<file path="src/rtl/fetch_arb_pkg.sv">
`default_nettype none
// ============================================================================
// Module  : fetch_arb_pkg
// Brief   : Shared types and defaults for the fetch memory arbiter.
// Revision: 1.0 - initial release
// ============================================================================
package fetch_arb_pkg;

    localparam int DEF_ADDR_W         = 32;
    localparam int DEF_DATA_W         = 32;
    localparam int DEF_TIMEOUT_CYCLES = 64;

    typedef enum logic [1:0] {
        IDLE = 2'd0,
        BUSY = 2'd1,
        RESP = 2'd2
    } arb_state_t;

    typedef enum logic {
        WAY0 = 1'b0,
        WAY1 = 1'b1
    } owner_t;

    // Watchdog counter width; never collapses to zero bits.
    function automatic int cnt_width(input int n);
        return (n > 1) ? $clog2(n) : 1;
    endfunction

endpackage
`default_nettype wire

</file>
<file path="src/rtl/rr_arb2.sv">
`default_nettype none
// ============================================================================
// Module  : rr_arb2
// Brief   : Two-input round-robin grant; pointer moves to the loser on update.
// Revision: 1.0 - initial release
// ============================================================================
module rr_arb2 (
    input  logic       clk,
    input  logic       reset,
    input  logic [1:0] i_req,
    input  logic       i_update,
    output logic       o_valid,
    output logic       o_gnt
);

    logic r_ptr;

    always_comb begin
        o_valid = |i_req;
        o_gnt   = (i_req == 2'b11) ? r_ptr : i_req[1];
    end

    always_ff @(posedge clk) begin
        if (reset) begin
            r_ptr <= 1'b0;
        end else if (i_update && o_valid) begin
            r_ptr <= ~o_gnt;
        end
    end

endmodule
`default_nettype wire

</file>
<file path="src/rtl/fetch_mem_arbiter.sv">
`default_nettype none
// ============================================================================
// Module  : fetch_mem_arbiter
// Brief   : Shares one instruction memory port between two fetch ways.
// Revision: 1.0 - initial release
// ============================================================================
module fetch_mem_arbiter
    import fetch_arb_pkg::*;
#(
    parameter int ADDR_W         = DEF_ADDR_W,
    parameter int DATA_W         = DEF_DATA_W,
    parameter int TIMEOUT_CYCLES = DEF_TIMEOUT_CYCLES
) (
    input  logic              clk,
    input  logic              reset,
    input  logic              way0_request_i,
    input  logic [ADDR_W-1:0] way0_instAddr_i,
    output logic [DATA_W-1:0] way0_inst_o,
    output logic              way0_dataOk_o,
    input  logic              way1_request_i,
    input  logic [ADDR_W-1:0] way1_instAddr_i,
    output logic [DATA_W-1:0] way1_inst_o,
    output logic              way1_dataOk_o,
    input  logic              flush_i,
    output logic              mem_request_o,
    output logic [ADDR_W-1:0] mem_instAddr_o,
    input  logic [DATA_W-1:0] mem_inst_i,
    input  logic              mem_dataOk_i,
    output logic              timeout_err_o
);

    localparam int                 CNT_W      = cnt_width(TIMEOUT_CYCLES);
    localparam logic [CNT_W-1:0]   c_CNT_LAST = CNT_W'(TIMEOUT_CYCLES - 1);

    arb_state_t        r_state;
    arb_state_t        w_state_nxt;
    owner_t            r_owner;
    logic              r_drop;
    logic [CNT_W-1:0]  r_cnt;
    logic              r_mem_req;
    logic [ADDR_W-1:0] r_mem_addr;
    logic [DATA_W-1:0] r_inst0;
    logic [DATA_W-1:0] r_inst1;
    logic              r_ok0;
    logic              r_ok1;
    logic              r_timeout;

    logic              w_arb_valid;
    logic              w_arb_gnt;
    logic              w_grant;
    logic              w_resp;
    logic              w_deliver;

    rr_arb2 u_rr_arb2 (
        .clk      (clk),
        .reset    (reset),
        .i_req    ({way1_request_i, way0_request_i}),
        .i_update (w_grant),
        .o_valid  (w_arb_valid),
        .o_gnt    (w_arb_gnt)
    );

    always_comb begin
        w_state_nxt = r_state;
        w_grant     = 1'b0;
        w_resp      = 1'b0;
        w_deliver   = 1'b0;
        case (r_state)
            IDLE: begin
                if (w_arb_valid) begin
                    w_grant     = 1'b1;
                    w_state_nxt = BUSY;
                end
            end
            BUSY: begin
                if (mem_dataOk_i) begin
                    w_resp      = 1'b1;
                    // A flush landing with the data kills it just like an earlier one.
                    w_deliver   = !r_drop && !flush_i;
                    w_state_nxt = RESP;
                end
            end
            RESP:    w_state_nxt = IDLE;
            default: w_state_nxt = IDLE;
        endcase
    end

    always_ff @(posedge clk) begin
        if (reset) begin
            r_state <= IDLE;
        end else begin
            r_state <= w_state_nxt;
        end
    end

    always_ff @(posedge clk) begin
        if (reset) begin
            r_owner    <= WAY0;
            r_drop     <= 1'b0;
            r_cnt      <= '0;
            r_mem_req  <= 1'b0;
            r_mem_addr <= '0;
            r_inst0    <= '0;
            r_inst1    <= '0;
            r_ok0      <= 1'b0;
            r_ok1      <= 1'b0;
            r_timeout  <= 1'b0;
        end else begin
            r_ok0 <= 1'b0;
            r_ok1 <= 1'b0;
            if (w_grant) begin
                r_owner    <= owner_t'(w_arb_gnt);
                r_mem_addr <= w_arb_gnt ? way1_instAddr_i : way0_instAddr_i;
                r_mem_req  <= 1'b1;
                r_cnt      <= '0;
                r_drop     <= 1'b0;
            end
            if (r_state == BUSY) begin
                if (w_resp) begin
                    r_mem_req <= 1'b0;
                    r_drop    <= 1'b0;
                end else if (flush_i) begin
                    r_drop <= 1'b1;
                end
                // Saturating watchdog; the error is sticky and does not abort.
                if (r_cnt == c_CNT_LAST) begin
                    r_timeout <= 1'b1;
                end else begin
                    r_cnt <= r_cnt + CNT_W'(1);
                end
            end
            if (w_deliver) begin
                if (r_owner == WAY1) begin
                    r_inst1 <= mem_inst_i;
                    r_ok1   <= 1'b1;
                end else begin
                    r_inst0 <= mem_inst_i;
                    r_ok0   <= 1'b1;
                end
            end
        end
    end

    assign way0_inst_o    = r_inst0;
    assign way0_dataOk_o  = r_ok0;
    assign way1_inst_o    = r_inst1;
    assign way1_dataOk_o  = r_ok1;
    assign mem_request_o  = r_mem_req;
    assign mem_instAddr_o = r_mem_addr;
    assign timeout_err_o  = r_timeout;

endmodule
`default_nettype wire
</file>
<file path="config.mk">
export PLATFORM = sky130hd
export DESIGN_NAME = fetch_mem_arbiter
export DESIGN_NICKNAME = d
export VERILOG_FILES = /design/src/rtl/fetch_arb_pkg.sv /design/src/rtl/rr_arb2.sv /design/src/rtl/fetch_mem_arbiter.sv
export SDC_FILE = /design/constraint.sdc
export NUM_CORES = 1
export LEC_CHECK = 0
export CAP_MARGIN = 20
export CORE_ASPECT_RATIO = 0.5
export CORE_MARGIN = 8
export CORE_UTILIZATION = 38
export CTS_CLUSTER_SIZE = 25
export DETAILED_ROUTE_END_ITERATION = 6
export GPL_TIMING_DRIVEN = 0
export PLACE_DENSITY = 0.76
export SETUP_SLACK_MARGIN = 0.5
export SLEW_MARGIN = 20
export SYNTH_ARGS = -nofsm -noshare
export SYNTH_HDL_FRONTEND = slang
export SYNTH_SLANG_ARGS = --single-unit
</file>
<file path="constraint.sdc">
create_clock -name clk -period 1.6 [get_ports clk]
set_clock_uncertainty 0.2 [all_clocks]
set_input_delay 0.24 -clock clk [delete_from_list [all_inputs] [get_ports clk]]
set_output_delay 0.24 -clock clk [all_outputs]
set_load 0.005 [all_outputs]
</file>
==> flow_summary.json, run 1 <==
{
  "avgSynthCellArea_sq_um": 9.26,
  "overflow": 0,
  "detail-route-antenna-nets": 0,
  "drive_gt1_frac": 0.479,
  "cp.required_ns": 1.65,
  "synth_compound_area_frac": 0.163,
  "synthDistinctLibCells": 40,
  "cts_max_level": 3,
  "row_count": 28,
  "leakagePower_uw": 0.00362,
  "clock-root-buffer": "clkbuf_16",
  "cts_buffer_depth": 2,
  "drc_errors": 0,
  "crit_buf_inv": 6,
  "ys_warn_count": 0,
  "critical_path_class": "reg2reg",
  "critPathCaptureType": "flop",
  "final_cell_mix": "buf_6 (106), dfxtp_2 (101), nand2_1 (98)",
  "path_cells": "buf_8 -> o21ba_4 -> buf_6 -> buf_6 -> buf_12 -> buf_16 -> buf_4 -> a21oi_2 -> a311oi_1",
  "wire_per_inst_um": 19.2,
  "cp-start-kind": "flop",
  "place_hpwl_um": 11800,
  "holdBufCountCts": 0,
  "power.density_mw_per_mm2": 794,
  "portBuffers": 199,
  "peakVddDrop_uv": 559,
  "cts.sinks": 111,
  "relSlewSlack": 0.563,
  "max_freq_mhz": 572,
  "avgViaCountPerCell": 5.23,
  "synthAdderAreaFrac": 0.00266,
  "worst_pin_slew_ns": 0.655,
  "cp_data_arrival_time_ns": 1.80,
  "dp.cells": 872,
  "first_pass_iters": 4,
  "synth_nets": 611,
  "layout.cells.non_filler": 968,
  "track_usage": 0.199,
  "maxCapViolations": 0,
  "hold_class": "in2reg",
  "cp_slowest_cell": "dfxtp_4",
  "final.fill_count": 833,
  "synth_xor_area_frac": 0,
  "outcome": "complete, but fails checks",
  "fin_nets": 902,
  "die_y_um": 94.7,
  "worst-path-max-fanout": 5,
  "layout_commonest_cell": "buf_6",
  "grt_pass1_wl_um": 26700,
  "violations": "setup timing",
  "numCtsBuffers": 9,
  "die_w_um": 173,
  "finalWorstSetupSlack_ns": -0.147,
  "syn_inst": 508,
  "initial_core_util": 0.394,
  "cpMostUsedCell": "buf_6",
  "grt_max_degree": 18,
  "cts_tree": "built",
  "die_area_sq_mm": 0.0164,
  "post-route-util": 0.727,
  "core_area_sq_mm": 0.0119,
  "drt-total-wl_um": 18600,
  "antenna_found_initial": 0,
  "dr.first_iter.drc_count": 333,
  "drv_slew": 0,
  "area_growth_pct": 84.6,
  "synth_area_sq_mm": 0.00470,
  "ios": 202,
  "setup_viol": 73,
  "gp_congestion": 0.807,
  "synth_area_leaders": "dfxtp_1 (47%), mux2i_1 (14%), nand2_1 (7.8%), a311oi_1 (6.0%), nand3b_1 (5.3%)",
  "rsz0062_at_grt": "true",
  "synth.largest_area_cell": "dfxtp_1",
  "critical-path-top-delay-family": "buffers and inverters",
  "synth-simple-area-share": 0.172,
  "fin_crit_ns": 1.75,
  "hold_violations": 0,
  "synth.area.mux_share": 0.138,
  "ys_seq_area_frac": 0.473,
  "clk_latency_ns": 0.35,
  "clkTransAtPathRegs_ns": 0.08,
  "ys_seq_elements": 111,
  "diodes": 0,
  "synth_top_family_by_area": "simple AND/OR/NAND/NOR gates",
  "grt_pass1_vias": 4995,
  "finalCritPeriodShare": 1.09,
  "critPathMaxStageDelay_ns": 0.36,
  "num_vias": 5064,
  "synth_top_area_share": 0.473
}
==> synthesized netlist by cell type, drive strengths merged <==
cell	count
a31o	1
o211a	1
o41ai	1
or4	2
o21bai	1
a31oi	2
nor3b	1
a211oi	2
mux2i	65
dfxtp	111
or4b	1
clkbuf	35
inv	6
nand4b	1
nand3b	34
a311oi	32
nand2b	2
o21ba	2
a41oi	1
a21oi	36
o21a	2
o21ai	35
ha	1
o2111ai	2
nor4b	1
nor2b	3
nand3	2
o211ai	1
nand2	98
and3b	1
nor4	4
and4	1
nor2	6
nand4	1
buf	13
==> where the power goes <==
group / total (uW) / switching (uW) / internal [uW] / leakage (uW)
registers: 3040 / 112 / 2930 / 0.000950
logic: 1740 / 697 / 1040 / 0.00255
clock network: 2110 / 1060 / 1050 / 0.000121
total: 6900 / 1870 / 5020 / 0.00362
==> final cells by class <==
class | instances | area [sq um] | area share
repair buffers | 279 | 2860 | 0.329
multi-input cells | 344 | 2570 | 0.296
flip-flops and latches | 111 | 2360 | 0.272
plain buffers | 48 | 399 | 0.0460
clock buffers | 10 | 229 | 0.0264
well taps | 165 | 206 | 0.0238
clock inverters | 5 | 36.3 | 0.00418
inverters | 6 | 26.3 | 0.00303
==> sequential cells by signal, summed over array words and instances, names as in the netlist <==
name / flops
timeout_err_o: 1
r_state: 2
mem_instAddr_o: 32
way0_inst_o: 32
r_cnt: 6
way0_dataOk_o: 1
way1_dataOk_o: 1
mem_request_o: 1
r_owner: 1
u_rr_arb2.r_ptr: 1
way1_inst_o: 32
r_drop: 1
==> kinds of logic after synthesis <==
logic type	count (synthesis)
AO/OA/AOI/OAI	119
adder cells (fa/ha/maj)	1
buffers and inverters	54
flip-flops	111
multiplexers	65
AND/OR/NAND/NOR	158
==> metal layers <==
layer,global-route usage,wire [um]
met5,0,0
met2,0.350,9320
met3,0.0554,1060
met1,0.236,7740
met4,0.0677,495
==> tightest hold or removal path: stages <==
cell,delay [ns]
clkbuf_4,0.19
nand3b_1,0.10
a311oi_1,0.07
==> path summary, 6_finish.rpt <==
kind / slack [ns] / from / end / cells after the start
worst max-delay path: -0.15 / r_state[0]$_SDFFE_PP0P_ / mem_instAddr_o[6]$_SDFFE_PP0P_ / 9
worst min register to register: 0.26 / way0_inst_o[2]$_SDFFE_PP0P_ / way0_inst_o[2]$_SDFFE_PP0P_ / 2
worst min-delay path: 0.1 / way1_request_i / mem_instAddr_o[1]$_SDFFE_PP0P_ / 3
worst max register to register: -0.15 / r_state[0]$_SDFFE_PP0P_ / mem_instAddr_o[6]$_SDFFE_PP0P_ / 9
==> what timing repair did <==
item                                    CTS  global route
endpoints found under the setup margin  210           211
cloned                                    7             5
pin swaps                                26            22
setup buffers                            46            23
resized for setup                       612            85
==> stage by stage <==
stage	hold WS, ns	worst slack [ns]	setup TNS [ns]	area (sq um)	power [uW]
after CTS	0.0685	-0.154	-5.46	8050	6630
after floorplan	0.177	-0.0652	-1.22	4890	3600
after global routing	0.109	-0.191	-9.52	8680	7170
after detailed placement	0.245	-0.654	-50.22	7090	4260
after global placement	0.243	-0.585	-48.74	7090	4250
final	0.0960	-0.147	-5.08	8680	6900
(Power assumes the default switching activity.)
==> run 2, diff against run 1 <==
--- a/config.mk
+++ b/config.mk
@@ -7,7 +7,7 @@
 export LEC_CHECK = 0
 export CAP_MARGIN = 20
 export CORE_ASPECT_RATIO = 0.5
-export CORE_MARGIN = 8
+export CORE_MARGIN = 2
 export CORE_UTILIZATION = 38
 export CTS_CLUSTER_SIZE = 25
 export DETAILED_ROUTE_END_ITERATION = 6
==> flow_summary.json, run 2 (synthesized netlist as in run 1, its figures left out) <==
{
  "outcome": "complete, but fails checks",
  "violations": "setup timing",
  "final.fill_count": 894,
  "max_freq_mhz": 580,
  "finalCritPeriodShare": 1.08,
  "top_usage_layer": "met2",
  "hold_violations": 0,
  "cts_max_level": 3,
  "r2r-end": "way1_inst_o[14]$_SDFFE_PP0P_",
  "die_y_um": 82.7,
  "rsz0062_at_grt": "true",
  "place_hpwl_um": 10600,
  "antenna_found_initial": 0,
  "post-route-util": 0.710,
  "multiInputGateArea_sq_mm": 0.00252,
  "relSlewSlack": 0.584,
  "internal-power_uw": 5340,
  "die_w_um": 161,
  "dr.first_iter.drc_count": 425,
  "numCtsBuffers": 9,
  "setup_viol": 93,
  "reg2regPathDepth": 5,
  "maxCapViolations": 0,
  "cp_data_arrival_time_ns": 1.76,
  "gp_congestion": 0.800,
  "power.switching_uw": 1860,
  "worst_pin_slew_ns": 0.624,
  "first_pass_iters": 4,
  "fin_nets": 896,
  "initial_core_util": 0.394,
  "grtUsageMet1": 0.273,
  "fin_crit_ns": 1.72,
  "p_clk_frac": 0.346,
  "grt_pass1_vias": 4886,
  "cp-start-kind": "flop",
  "layout.cells.non_filler": 964,
  "final_cell_mix": "dfxtp_2 (104), nand2_1 (98), clkdlybuf4s50_1 (96)",
  "track_usage": 0.235,
  "overflow": 0,
  "reg2reg_from": "r_state[1]$_SDFFE_PP0P_",
  "num_vias": 5082,
  "critPathCaptureType": "flop",
  "worst-path-max-fanout": 9,
  "hold_end": "mem_instAddr_o[1]$_SDFFE_PP0P_",
  "worstHoldPathCells": 3,
  "hold_class": "in2reg",
  "ios": 202,
  "drv_slew": 0,
  "finalWorstSetupSlack_ns": -0.124,
  "critical_path_class": "reg2reg",
  "dp.cells": 872,
  "drive_gt1_frac": 0.471,
  "cts_tree": "built",
  "cts.sinks": 111,
  "regArea_sq_mm": 0.00236,
  "portBuffers": 199,
  "power_frac_comb": 0.233,
  "met3_usage": 0.0574,
  "clkTransAtPathRegs_ns": 0.08,
  "core_area_sq_mm": 0.0119,
  "cts_buffer_depth": 2,
  "fin_setup_tns_ns": -5.46,
  "grt_pass1_wl_um": 24900,
  "area_growth_pct": 80.3,
  "peakVddDrop_uv": 616,
  "layout_commonest_cell": "dfxtp_2",
  "rrSetupSlack_ns": -0.12,
  "leakagePower_uw": 0.00358,
  "switching_share": 0.259,
  "row_count": 28,
  "grt_max_degree": 19,
  "power.density_mw_per_mm2": 850,
  "holdBufCountCts": 0,
  "pwr-share-seq": 0.421,
  "wire_per_inst_um": 18.3,
  "detail-route-antenna-nets": 0,
  "clk_latency_ns": 0.34,
  "clock-root-buffer": "clkbuf_16",
  "drc_errors": 0,
  "use_met2": 0.438,
  "avgViaCountPerCell": 5.27,
  "drt-total-wl_um": 17600,
  "hp-start": "way1_request_i",
  "cp.required_ns": 1.64,
  "die_area_sq_mm": 0.0133
}
-- run 2: cell count changes in the layout (fill, tap and decap cells not counted), moves of 4 or more --
cell / before / now
buf_8: 4 / 9
a21oi_2: 17 / 13
buf_4: 59 / 48
buf_2: 14 / 35
a21oi_1: 17 / 21
buf_6: 106 / 87
-- run 2: how the worst max path moves through the flow --
| stage | from | depth (start not counted) | slack (ns) | to |
|---|---|---|---|---|
| after detailed placement | way0_request_i | 6 | -0.64 | mem_instAddr_o[19]$_SDFFE_PP0P_ |
| final | r_state[1]$_SDFFE_PP0P_ | 5 | -0.12 | way1_inst_o[14]$_SDFFE_PP0P_ |
| after CTS | r_state[1]$_SDFFE_PP0P_ | 5 | -0.11 | way1_inst_o[14]$_SDFFE_PP0P_ |
| after global routing | r_state[0]$_SDFFE_PP0P_ | 8 | -0.18 | mem_instAddr_o[22]$_SDFFE_PP0P_ |
| after floorplan | r_state[1]$_SDFFE_PP0P_ | 5 | -0.07 | way1_inst_o[10]$_SDFFE_PP0P_ |
| after global placement | mem_dataOk_i | 4 | -0.61 | way1_inst_o[29]$_SDFFE_PP0P_ |
-- run 2: power groups by stage --
| stage | clock (uW) | sequential [uW] | combinational [uW] |
|---|---|---|---|
| floorplan | 0 | 3050 | 551 |
| global placement | 0 | 3040 | 1200 |
| detailed placement | 0 | 3050 | 1210 |
| CTS | 2510 | 3020 | 1430 |
| global route | 2620 | 3050 | 1770 |
| finish | 2500 | 3040 | 1680 |
-- run 2: final cells by class --
| cell class | instances | share of cell area |
|---|---|---|
| antenna | 1 | 0.000295 |
| buffer | 48 | 0.0481 |
| clock buffer | 10 | 0.0282 |
| clock inverter | 6 | 0.0108 |
| inverter | 6 | 0.00310 |
| multi-input combinational | 344 | 0.298 |
| sequential | 111 | 0.278 |
| tap | 165 | 0.0243 |
| timing repair buffer | 273 | 0.310 |
-- run 2: per-layer routing --
metal / vias to the layer above / part of all wire
li1: 2401 / -
met5: - / 0
met1: 2444 / 0.41
met3: 39 / 0.056
met2: 198 / 0.51
met4: 0 / 0.025
-- run 2: critical path, stage by stage, from the launching register on --
cell and delay, ns:
dfxtp_2 0.32, nand3b_4 0.15, or4b_4 0.50, buf_12 0.17, clkbuf_16 0.16, mux2i_1 0.11
-- run 2: per-stage QoR --
stage / area (sq um) / setup WS, ns / hold WS [ns] / power (uW)
floorplan: 4890 / -0.0652 / 0.177 / 3600
global placement: 7090 / -0.608 / 0.242 / 4240
detailed placement: 7090 / -0.635 / 0.245 / 4260
CTS: 7910 / -0.109 / 0.0971 / 6960
global route: 8480 / -0.176 / 0.111 / 7440
finish: 8480 / -0.124 / 0.123 / 7210
-- run 2: what timing repair did --
item,4_1_cts,5_1_grt
pin swaps,11,16
setup endpoints to repair,210,211
buffers inserted,39,28
gates cloned,7,1
resized for setup,595,75
